## config.mk

```make
export PLATFORM = sky130hd
export DESIGN_NAME = oled_frame_streamer
export DESIGN_NICKNAME = d
export VERILOG_FILES = /design/src/rtl/oled_frame_streamer.sv
export SDC_FILE = /design/constraint.sdc
export NUM_CORES = 1
export LEC_CHECK = 0
export CAP_MARGIN = 15
export CORE_MARGIN = 5
export CORE_UTILIZATION = 25
export CTS_CLUSTER_DIAMETER = 120
export DETAILED_ROUTE_END_ITERATION = 6
export PLACE_DENSITY = 0.46
export RECOVER_POWER = 50
export SYNTH_ARGS = -nofsm -noshare
export SYNTH_HDL_FRONTEND = slang
export SYNTH_SLANG_ARGS = --single-unit
```

## constraint.sdc

```tcl
create_clock -name clk -period 1.94 [get_ports clk]
set_clock_uncertainty 0.05 [all_clocks]
set_input_delay 0.485 -clock clk [delete_from_list [all_inputs] [get_ports clk]]
set_output_delay 0.485 -clock clk [all_outputs]
set_load 0.005 [all_outputs]
```

## src/rtl/oled_frame_streamer.sv

```systemverilog
// Streams a page/column frame from a read/ack byte source out over OLED SPI pins.
// Define OLED_STREAM_TIMEOUT_EN to bound each ack wait to ACK_TIMEOUT cycles.
module oled_frame_streamer #(
  parameter int CLK_DIV     = 4,
  parameter int NUM_PAGES   = 8,
  parameter int NUM_COLUMNS = 128,
  parameter int ACK_TIMEOUT = 15
) (
  input  logic       clk,
  input  logic       reset,
  input  logic       start,
  output logic       busy,
  output logic       done,
  output logic       timeout_err,
  output logic       read,
  output logic [5:0] row_idx,
  output logic [6:0] column_idx,
  input  logic [7:0] data,
  input  logic       ack,
  output logic       pin_din,
  output logic       pin_clk,
  output logic       pin_cs,
  output logic       pin_dc
);

  localparam int DW = (CLK_DIV > 1) ? $clog2(CLK_DIV) : 1;
  localparam logic [DW-1:0] DIV_LAST = DW'(CLK_DIV - 1);
  localparam logic [5:0] ROW_LAST = 6'(NUM_PAGES - 1);
  localparam logic [6:0] COL_LAST = 7'(NUM_COLUMNS - 1);

  typedef enum logic [2:0] {
    IDLE,
    REQ,
    WAIT,
    SHIFT,
    DONE
  } state_t;

  state_t state, state_nxt;

  logic [DW-1:0] div_cnt;
  logic [2:0]    bit_cnt;
  logic          phase;
  logic [7:0]    shreg;
  logic          tick;
  logic          byte_end;
  logic          last_pos;
  logic          tmo;

  assign tick     = (div_cnt == DIV_LAST);
  assign byte_end = (state == SHIFT) && tick && phase
                    && (bit_cnt == 3'd7);
  assign last_pos = (row_idx == ROW_LAST)
                    && (column_idx == COL_LAST);

`ifdef OLED_STREAM_TIMEOUT_EN
  localparam int TW = $clog2(ACK_TIMEOUT + 1);
  localparam logic [TW-1:0] TMO_LAST = TW'(ACK_TIMEOUT - 1);

  logic [TW-1:0] tmo_cnt;
  logic          err;

  // fires on the last allowed WAIT cycle; a same-cycle ack wins
  assign tmo = (state == WAIT) && !ack && (tmo_cnt == TMO_LAST);

  always_ff @(posedge clk or posedge reset) begin
    if (reset) begin
      tmo_cnt <= '0;
      err     <= 1'b0;
    end else begin
      if (state != WAIT)
        tmo_cnt <= '0;
      else if (!tmo)
        tmo_cnt <= tmo_cnt + 1'b1;
      if (state == IDLE && start)
        err <= 1'b0;
      else if (tmo)
        err <= 1'b1;
    end
  end

  assign timeout_err = err;
`else
  assign tmo         = 1'b0;
  assign timeout_err = 1'b0;
`endif

  always_ff @(posedge clk or posedge reset) begin
    if (reset)
      state <= IDLE;
    else
      state <= state_nxt;
  end

  always_comb begin
    state_nxt = state;
    busy      = 1'b0;
    done      = 1'b0;
    read      = 1'b0;
    pin_cs    = 1'b1;
    pin_dc    = 1'b0;
    pin_clk   = 1'b0;
    pin_din   = 1'b0;
    unique case (state)
      IDLE: begin
        if (start)
          state_nxt = REQ;
      end
      REQ: begin
        busy      = 1'b1;
        read      = 1'b1;
        pin_cs    = 1'b0;
        pin_dc    = 1'b1;
        state_nxt = WAIT;
      end
      WAIT: begin
        busy   = 1'b1;
        pin_cs = 1'b0;
        pin_dc = 1'b1;
        if (ack || tmo)
          state_nxt = SHIFT;
      end
      SHIFT: begin
        busy    = 1'b1;
        pin_cs  = 1'b0;
        pin_dc  = 1'b1;
        pin_clk = phase;
        pin_din = shreg[7];
        if (byte_end)
          state_nxt = last_pos ? DONE : REQ;
      end
      DONE: begin
        done      = 1'b1;
        state_nxt = IDLE;
      end
      default: state_nxt = IDLE;
    endcase
  end

  always_ff @(posedge clk or posedge reset) begin
    if (reset) begin
      row_idx    <= '0;
      column_idx <= '0;
      shreg      <= '0;
      div_cnt    <= '0;
      bit_cnt    <= '0;
      phase      <= 1'b0;
    end else begin
      case (state)
        IDLE: begin
          if (start) begin
            row_idx    <= '0;
            column_idx <= '0;
          end
        end
        WAIT: begin
          if (ack)
            shreg <= data;
          else if (tmo)
            shreg <= 8'h00;
        end
        SHIFT: begin
          if (!tick) begin
            div_cnt <= div_cnt + 1'b1;
          end else begin
            div_cnt <= '0;
            phase   <= !phase;
            if (phase) begin
              shreg   <= {shreg[6:0], 1'b0};
              bit_cnt <= bit_cnt + 1'b1;
            end
            // column inner, page outer
            if (byte_end) begin
              if (column_idx == COL_LAST) begin
                column_idx <= '0;
                row_idx    <= (row_idx == ROW_LAST)
                              ? 6'd0 : row_idx + 6'd1;
              end else begin
                column_idx <= column_idx + 7'd1;
              end
            end
          end
        end
        default: begin
          div_cnt <= '0;
          bit_cnt <= '0;
          phase   <= 1'b0;
        end
      endcase
    end
  end

endmodule

```

Word-level counts from Yosys, hierarchy flattened
Cells that the tools add are included.
W data, S select, Z words.
{ "op_classes": {"n_addsub": 4, "n_mul": 0, "n_div": 0, "order_cmp": 0, "eq_ne": 14, "shift": 0, "n_mux": 33, "n_bitwise": 1, "reduce_logical": 16} }
{ "op_table": {"columns": ["operator", "count"], "rows": [
  ["$mux W6", 5],
  ["$mux W7", 4],
  ["$mux W8", 3],
  ["$mux W3", 6],
  ["$pmux W8 S2", 1],
  ["$pmux W7 S2", 1],
  ["$pmux W3 S4", 1],
  ["$pmux W6 S2", 1],
  ["$ne A2 B2 Y1 const B", 5],
  ["$reduce_and A4 Y1", 2],
  ["$add A7 B1 Y7 const B", 1],
  ["$eq A7 B7 Y1 const B", 1],
  ["$mux W1", 7],
  ["$add A6 B1 Y6 const B", 1],
  ["$eq A3 B2 Y1 const B", 2],
  ["$eq A3 B3 Y1 const B", 2],
  ["$eq A6 B3 Y1 const B", 1],
  ["$pmux W3 S2", 1],
  ["$reduce_and A3 Y1", 2],
  ["$reduce_and A5 Y1", 1],
  ["$logic_and A1 B1 Y1", 4],
  ["$pmux W2 S2", 1],
  ["$reduce_bool A2 Y1", 2],
  ["$add A3 B1 Y3 const B", 1],
  ["other kinds (12)", 12]
]} }
{ "word_totals": {"reg_bits": 30, "latchBits": 0, "ramBits": 0, "mem_bits_ro": 0, "word_cells": 75, "mem_count": 0} }

Logic depth before layout (Yosys ltp)
Gate-level depths: netlist of run 1.
{ "depth": {"ltp_word": 7, "ltp_mapped": 7} }

Least setup slack after synthesis of run 1
Ideal clock, no wire load.
{ "synth_timing": {"path_kind": "flip-flop to flip-flop", "startpoint": "register column_idx[0]", "endpoint": "register row_idx[0]", "setup_ps": 125, "t_arrival_ps": 1726, "t_required_ps": 1765, "path_slack_ps": 40, "stages_incl_launch_ff": 7, "path_buffers": 1, "period_less_slack_ps": 1900, "cell_sequence": "dfrtp_1 ha_1 nand3_1 nor4_4 nand2b_1 buf_4 mux2_2"} }
{ "synth_via": {"elab_chain_len": 3} }
{ "synth_lines": {"columns": ["element", "line_no", "source"], "rows": [
  ["start: declaration", "17", "output logic [6:0] column_idx,"],
  ["start signal: assignment", "179", "column_idx <= column_idx + 7'd1;"],
  ["$eq A7 B7 Y1", "174", "if (column_idx == COL_LAST) begin"],
  ["$ne A2 B1 Y1 (no line)", null, null],
  ["$reduce_and A5 Y1 (no line)", null, null],
  ["end signal: assignment", "176", "row_idx <= (row_idx == ROW_LAST)"],
  ["end: declaration", "16", "output logic [5:0] row_idx,"]
]} }
Every way passes these cells.
A chain may end at the register's enable or synchronous reset.

Final worst setup path of run 1
{ "layout_timing": {"startpoint": "register state[1]", "endpoint": "register column_idx[3]"} }
{ "layout_via": {"elab_chain_len": 6, "word_cells_on_any_way": 11, "classes_between": "eq/ne: 4; mux: 1; reduce/logical: 6"} }
{ "layout_lines": {"columns": ["element", "line_no", "source"], "rows": [
  ["start: declaration", "39", "state_t state, state_nxt;"],
  ["start signal: assignment", "92", "state <= state_nxt;"],
  ["$eq A3 B2 Y1", "51, 149", null],
  ["$logic_and A1 B1 Y1 (2 in series)", "51", "assign byte_end = (state == SHIFT) && tick && phase"],
  ["$logic_and A1 B1 Y1", "52", "&& (bit_cnt == 3'd7);"],
  ["$ne A2 B2 Y1 (no line)", null, null],
  ["$reduce_and A4 Y1 (no line)", null, null]
]} }
Parallel ways exist; a longest one is shown, timed or not.

==> impl_metrics.csv, run 1 <==
group,metric,value,unit
clock_network,numCtsBuffers,5,
routing,firstDrtPassIters,4,
setup_path,critPathKind,"register to register",
min_path,min_path_type,"register to register",
yosys,ys_ff_latch,30,
yosys,syn-mean-instance-area,9.253,um^2
grt,grt_pass1_wl,7245,um
setup_path,cp_slowest_cell,"dfrtp_2",
routing,finalWirelength,4275,um
setup_path,ff2ff_path_depth,8,
min_path,holdPathStages,1,
timing,setup_viol,0,
yosys,syn_area,1638,um^2
routing,drtIter0Drc,71,
place,place_area,2148,um^2
setup_path,path_max_fanout,7,
floorplan,num_io_pins,33,
floorplan,die_area,8270,um^2
yosys,synth-edff-count,0,
setup_path,r2r_start,"state[1]",
floorplan,initial_core_util,25.79,%
clock_network,clockBufferDepth,2,
clock_network,tritoncts,"built",
timing,finalWorstSetupSlack,0.03542,ns
place,pre_cts_ws,-0.1442,ns
routing,ant_nets,0,
clock_network,clk_latency,0.29,ns
yosys,ys_async_sr_fraction,100.0,%
setup_path,worstPathArrival,2.07,ns
yosys,syn-num-nets,194,
clock_network,clkTransAtPathRegs,0.07,ns
routing,drc,0,
setup_path,cp_cell_sequence,"buf_6 -> buf_6 -> buf_4 -> nor4b_4 -> a21oi_2 -> buf_6 -> or3_4 -> a21oi_2",
final_layout,stdcell_area,2365,um^2
timing,whs,0.4617,ns
clock_network,clock-root-buffer,"clkbuf_8",
setup_path,crit_path_frequent_cell,"buf_6",
floorplan,fp.dieW,90.94,um
final_layout,diodes,0,
clock_network,numClockSinks,30,
timing,final-hold-violation-count,0,
routing,routedWlPerCell,13.44,um
setup_path,r2r_end,"column_idx[3]",
floorplan,coreArea,6350,um^2
grt,grt_antenna_before_repair,0,
yosys,synth_cells,177,
place,gp_congestion,0.7313,
yosys,yosys_most_used_dff,"dfrtp_1",
yosys,seq_area_frac_synth,45.84,%
final_layout,area_delta_synth_final,44.39,%
timing,finalMaxSlewViolations,0,
power_and_ir_drop,p_leak,0.001071,uW
setup_path,max_stage_delay,0.41,ns
yosys,yosys_warnings,0,
yosys,ys_types,42,
timing,timing.final.crit_period,1.905,ns
flow_run,cap_violations,0,
place,hpwl,3063,um
power_and_ir_drop,peakVddDrop,0.3912,mV
timing,finalCritPeriodShare,98.17,%
routing,routed-via-count,1496,
timing,clock.fmax,0.5251,GHz
run_status,status,"complete, no violations",
place,portBuffers,31,
min_path,hold_end,"bit_cnt[2]",
clock_network,htreeDepth,2,
final_layout,drive_gt1_share,24.48,%
final_layout,nNetsFinal,257,
setup_path,rrSetupSlack,0.04,ns
setup_path,cp.required,2.10,ns
grt,grt_max_degree,31,
grt,grt_pass1_vias,1433,
grt,track_usage,10.86,%
floorplan,std_cell_rows,29,
power_and_ir_drop,power.density,893.5,nW/um^2
grt,overflow,0,
timing,slew_headroom,47.84,%
min_path,worst_hold_startpoint,"bit_cnt[2]",
timing,tightest_slew,0.7824,ns
floorplan,fp.dieH,90.94,um
setup_path,start_kind,"register",
setup_path,cp-end-kind,"register",
timing,tns,0,ns
routing,via_per_inst,4.704,
[through the flow]
| step | util, % | instances | power, uW |
|---|---|---|---|
| CTS | 36.00 | 311 | 2128 |
| floorplan | - | 177 | 1314 |
| global placement | 33.83 | 297 | 1593 |
| detailed placement | 33.83 | 297 | 1606 |
| global route | 37.24 | 318 | 2285 |
| finish | 37.24 | 318 | 2113 |
[per-layer routing]
layer	GRT usage, %	share of wire (%)	vias up
li1	-	-	757
met1	15.75	50	706
met2	15.26	45	26
met3	2.562	3.9	7
met4	4.768	1.8	0
met5	0	0	-
[sequential cells by signal (all words and copies together) (netlist names)]
signal,count
shreg,8
row_idx,6
div_cnt,2
bit_cnt,3
phase,1
state,3
column_idx,7
[cells in the mapped netlist (3+ instances only)]
cell	count	area share, %
inv_1	6	1.4
nand3_1	10	3.1
nand2_1	26	6.0
nor2_1	17	3.9
clkbuf_1	4	0.92
and2_1	3	1.1
a21oi_1	10	3.1
buf_4	5	2.3
ha_1	5	3.8
dfrtp_1	30	46
nand2b_1	5	1.9
o21ai_0	7	2.1
a31oi_1	12	4.6
[worst max-delay path by stage]
stage                        startpoint             to  slack, ns  cells after the start
after CTS                      state[2]         pin_cs      -0.10                      4
after floorplan           column_idx[0]     row_idx[0]       0.04                      6
after global placement            start  column_idx[3]      -0.13                      6
after global routing           state[1]  column_idx[3]      -0.02                      8
final                          state[1]  column_idx[3]       0.04                      8
after detailed placement          start  column_idx[5]      -0.14                      5
[final cells by class]
| type | count | area [um^2] |
|---|---|---|
| well taps | 77 | 96.34 |
| clock inverters | 1 | 5.005 |
| inverters | 6 | 22.52 |
| clock buffers | 7 | 86.33 |
| multi-input cells | 130 | 828.3 |
| flip-flops and latches | 30 | 753.2 |
| repair buffers | 67 | 573.1 |
| fillers | 653 | 3985 |
[power by group]
part / switching (uW) / internal, uW / leakage, uW / total (uW)
combinational: 307 / 372 / 0.000678 / 679
clock: 240 / 286 / 0.0000482 / 526
sequential: 119 / 789 / 0.000344 / 908
total: 666 / 1450 / 0.00107 / 2110
[cells by family after synthesis]
kind of cell	count (synthesis)	share of synthesized area, %
other	1	0.2290
buffers and inverters	17	5.576
DFF	30	45.84
muxes	2	1.375
and+or+nand+nor	78	25.59
xor gates and xnor gates	1	0.5349
AOI/OAI and AO/OA	43	17.04
adders and majority gates	5	3.820
[layout by cell type, fill, tap and decap left out, types with 6 or more instances in the layout]
cell	netlist	routed
dfrtp_1	30	28
a21oi_1	10	9
a31oi_1	12	12
clkdlybuf4s50_1	0	23
clkbuf_8	0	6
nand2_1	26	26
o21ai_0	7	7
buf_6	1	7
nor2_1	17	15
buf_4	5	24
inv_1	6	6
nand3_1	10	10
[what timing repair did]
action,4_1_cts,5_1_grt
hold buffers,0,0
endpoints found under the setup margin,7,7
setup buffers,6,8
cloned,0,0
resized for setup,18,16
pin swaps,2,5
[worst max-delay path, delay by kind of cell (launching register included)]
kind / cells / cell delay [ns]
simple gates: 2 / 0.67
buf+inv: 4 / 0.51
flops: 1 / 0.41
compound gates: 2 / 0.19
Power figures use the tool's default switching activity.
==> run 2: changes to the inputs <==
PLACE_DENSITY = 0.45   (was 0.46)
SETUP_SLACK_MARGIN = 0.3   (was not set)
clock period = 2.2 ns   (was 1.94 ns; I/O delays follow)
==> run 2 against run 1 <==
Against the previous run: first-iteration DRC count decreased by 39%; non-clock buffer count decreased by 13; sequential share of layout area increased by 0.98 points; final cell count decreased by 4.1%; core utilization decreased by 0.81 points; largest power group unchanged; wire length decreased by 1.5%; via count decreased by 4.2%; die area unchanged; combinational power decreased by 18%; count of clock-buffer cells in the layout decreased by 1; flip-flop and latch count unchanged.
==> impl_metrics.csv, run 2 (same netlist as run 1, synthesis figures left out) <==
group,metric,value,unit
place,dp.cells,289,
grt,overflow,0,
timing,finalCritPeriodShare,86.82,%
timing,rsz0062_at_grt,"true",
place,gp_congestion,0.7505,
timing,setup_viol,0,
flow_run,cap_violations,0,
routing,drtIter0Drc,43,
setup_path,start_kind,"register",
timing,slew_headroom,46.06,%
setup_path,ff2ff_path_depth,7,
floorplan,initial_core_util,25.79,%
min_path,min_path_type,"register to register",
setup_path,cp-end-kind,"primary output",
grt,grt_pass1_wl,7031,um
routing,finalWirelength,4212,um
routing,routed-via-count,1433,
power_and_ir_drop,p_leak,0.001013,uW
final_layout,fillers,643,
final_layout,final_util,36.43,%
setup_path,worstPathArrival,1.31,ns
grt,track_usage,10.45,%
setup_path,critPathKind,"register to primary output",
run_status,status,"complete, no violations",
routing,routedWlPerCell,13.81,um
final_layout,top_regs,"shreg: 8 flops, column_idx: 7 flops, row_idx: 6 flops",
routing,ant_nets,0,
timing,clock.fmax,0.5235,GHz
clock_network,numClockSinks,30,
setup_path,cp.required,1.60,ns
clock_network,htreeDepth,2,
timing,tns,0,ns
final_layout,largest_register_ffs,8,
floorplan,coreArea,6350,um^2
timing,final-hold-violation-count,0,
final_layout,mostFrequentLayoutCells,"nand2_1 (26), dfrtp_1 (23), clkdlybuf4s50_1 (23), buf_4 (17), nor2_1 (15)",
place,portBuffers,31,
clock_network,holdBufCountCts,0,
final_layout,final_common_cell,"nand2_1",
clock_network,clk_latency,0.28,ns
timing,timing.final.crit_period,1.910,ns
power_and_ir_drop,power.density,894.6,nW/um^2
min_path,holdPathStages,1,
setup_path,r2r_start,"state[2]",
clock_network,numCtsBuffers,5,
setup_path,rrSetupSlack,0.34,ns
floorplan,die_area,8270,um^2
floorplan,fp.dieW,90.94,um
routing,firstDrtPassIters,4,
final_layout,instances_no_fill,305,
setup_path,r2r_end,"column_idx[3]",
floorplan,num_io_pins,33,
final_layout,drive_gt1_share,24.56,%
clock_network,clock-root-buffer,"clkbuf_8",
timing,finalMaxSlewViolations,0,
place,hpwl,3008,um
floorplan,fp.dieH,90.94,um
clock_network,clkTransAtPathRegs,0.07,ns
clock_network,clockBufferDepth,2,
grt,grt_antenna_before_repair,0,
min_path,hold_end,"bit_cnt[2]",
final_layout,area_delta_synth_final,41.25,%
timing,whs,0.4574,ns
setup_path,path_max_fanout,3,
floorplan,std_cell_rows,29,
min_path,worst_hold_startpoint,"bit_cnt[2]",
power_and_ir_drop,peakVddDrop,0.4635,mV
routing,via_per_inst,4.698,
grt,grt_pass1_vias,1388,
timing,tightest_slew,0.8091,ns
routing,drc,0,
final_layout,nNetsFinal,244,
final_layout,diodes,0,
clock_network,tritoncts,"built",
final_layout,top_register,"shreg",
grt,grt_max_degree,31,
## run 2: layout make-up
type                    count  area, um^2  area share, %
clock buffers               6       82.58          3.569
clock inverters             2       60.06          2.596
inverters                   6       22.52         0.9735
multi-input cells         130       833.3          36.02
flip-flops and latches     30       759.5          32.83
well taps                  77       96.34          4.164
repair buffers             54       459.2          19.85
## run 2: worst max path at each step
stage                    endpoint  cells after the start        from
floorplan              row_idx[0]                      7  bit_cnt[0]
global placement    column_idx[3]                      6       start
detailed placement  column_idx[5]                      5       start
CTS                       pin_din                      4    state[2]
global route             shreg[6]                      7  div_cnt[0]
finish                    pin_din                      4    state[2]
## run 2: repair_timing
action / CTS / global route
endpoints found under the setup margin: 8 / 13
endpoints found under the hold margin: 0 / 0
buffers inserted: 6 / 2
pin swaps: 1 / 2
gates resized for setup: 18 / 22
## run 2: power by group
group,internal [uW],leakage [uW],switching [uW]
clock,483,0.0000714,215
sequential,699,0.000338,119
combinational,299,0.000604,255
total,1480,0.00101,589
## run 2: per-layer routing
metal	part of all wire (%)	global-route usage (%)	vias up
met5	0	0	-
met2	43	14.96	26
li1	-	-	730
met3	3.9	2.810	5
met4	1.2	4.034	0
met1	52	14.94	672
## run 2: critical path, stage by stage, from the launching register on
cell and delay (ns):
dfrtp_2 0.41, buf_4 0.13, and3b_2 0.25, and2_4 0.14
clkbuf_2 0.10
## run 2: per-stage QoR
stage | setup slack [ns] | area, um^2 | power (uW)
finish | 0.2899 | 2313 | 2070
global route | 0.1208 | 2313 | 2226
CTS | 0.1228 | 2306 | 2101
detailed placement | 0.05624 | 2093 | 1404
global placement | 0.05835 | 2093 | 1393
floorplan | 0.3110 | 1643 | 1163
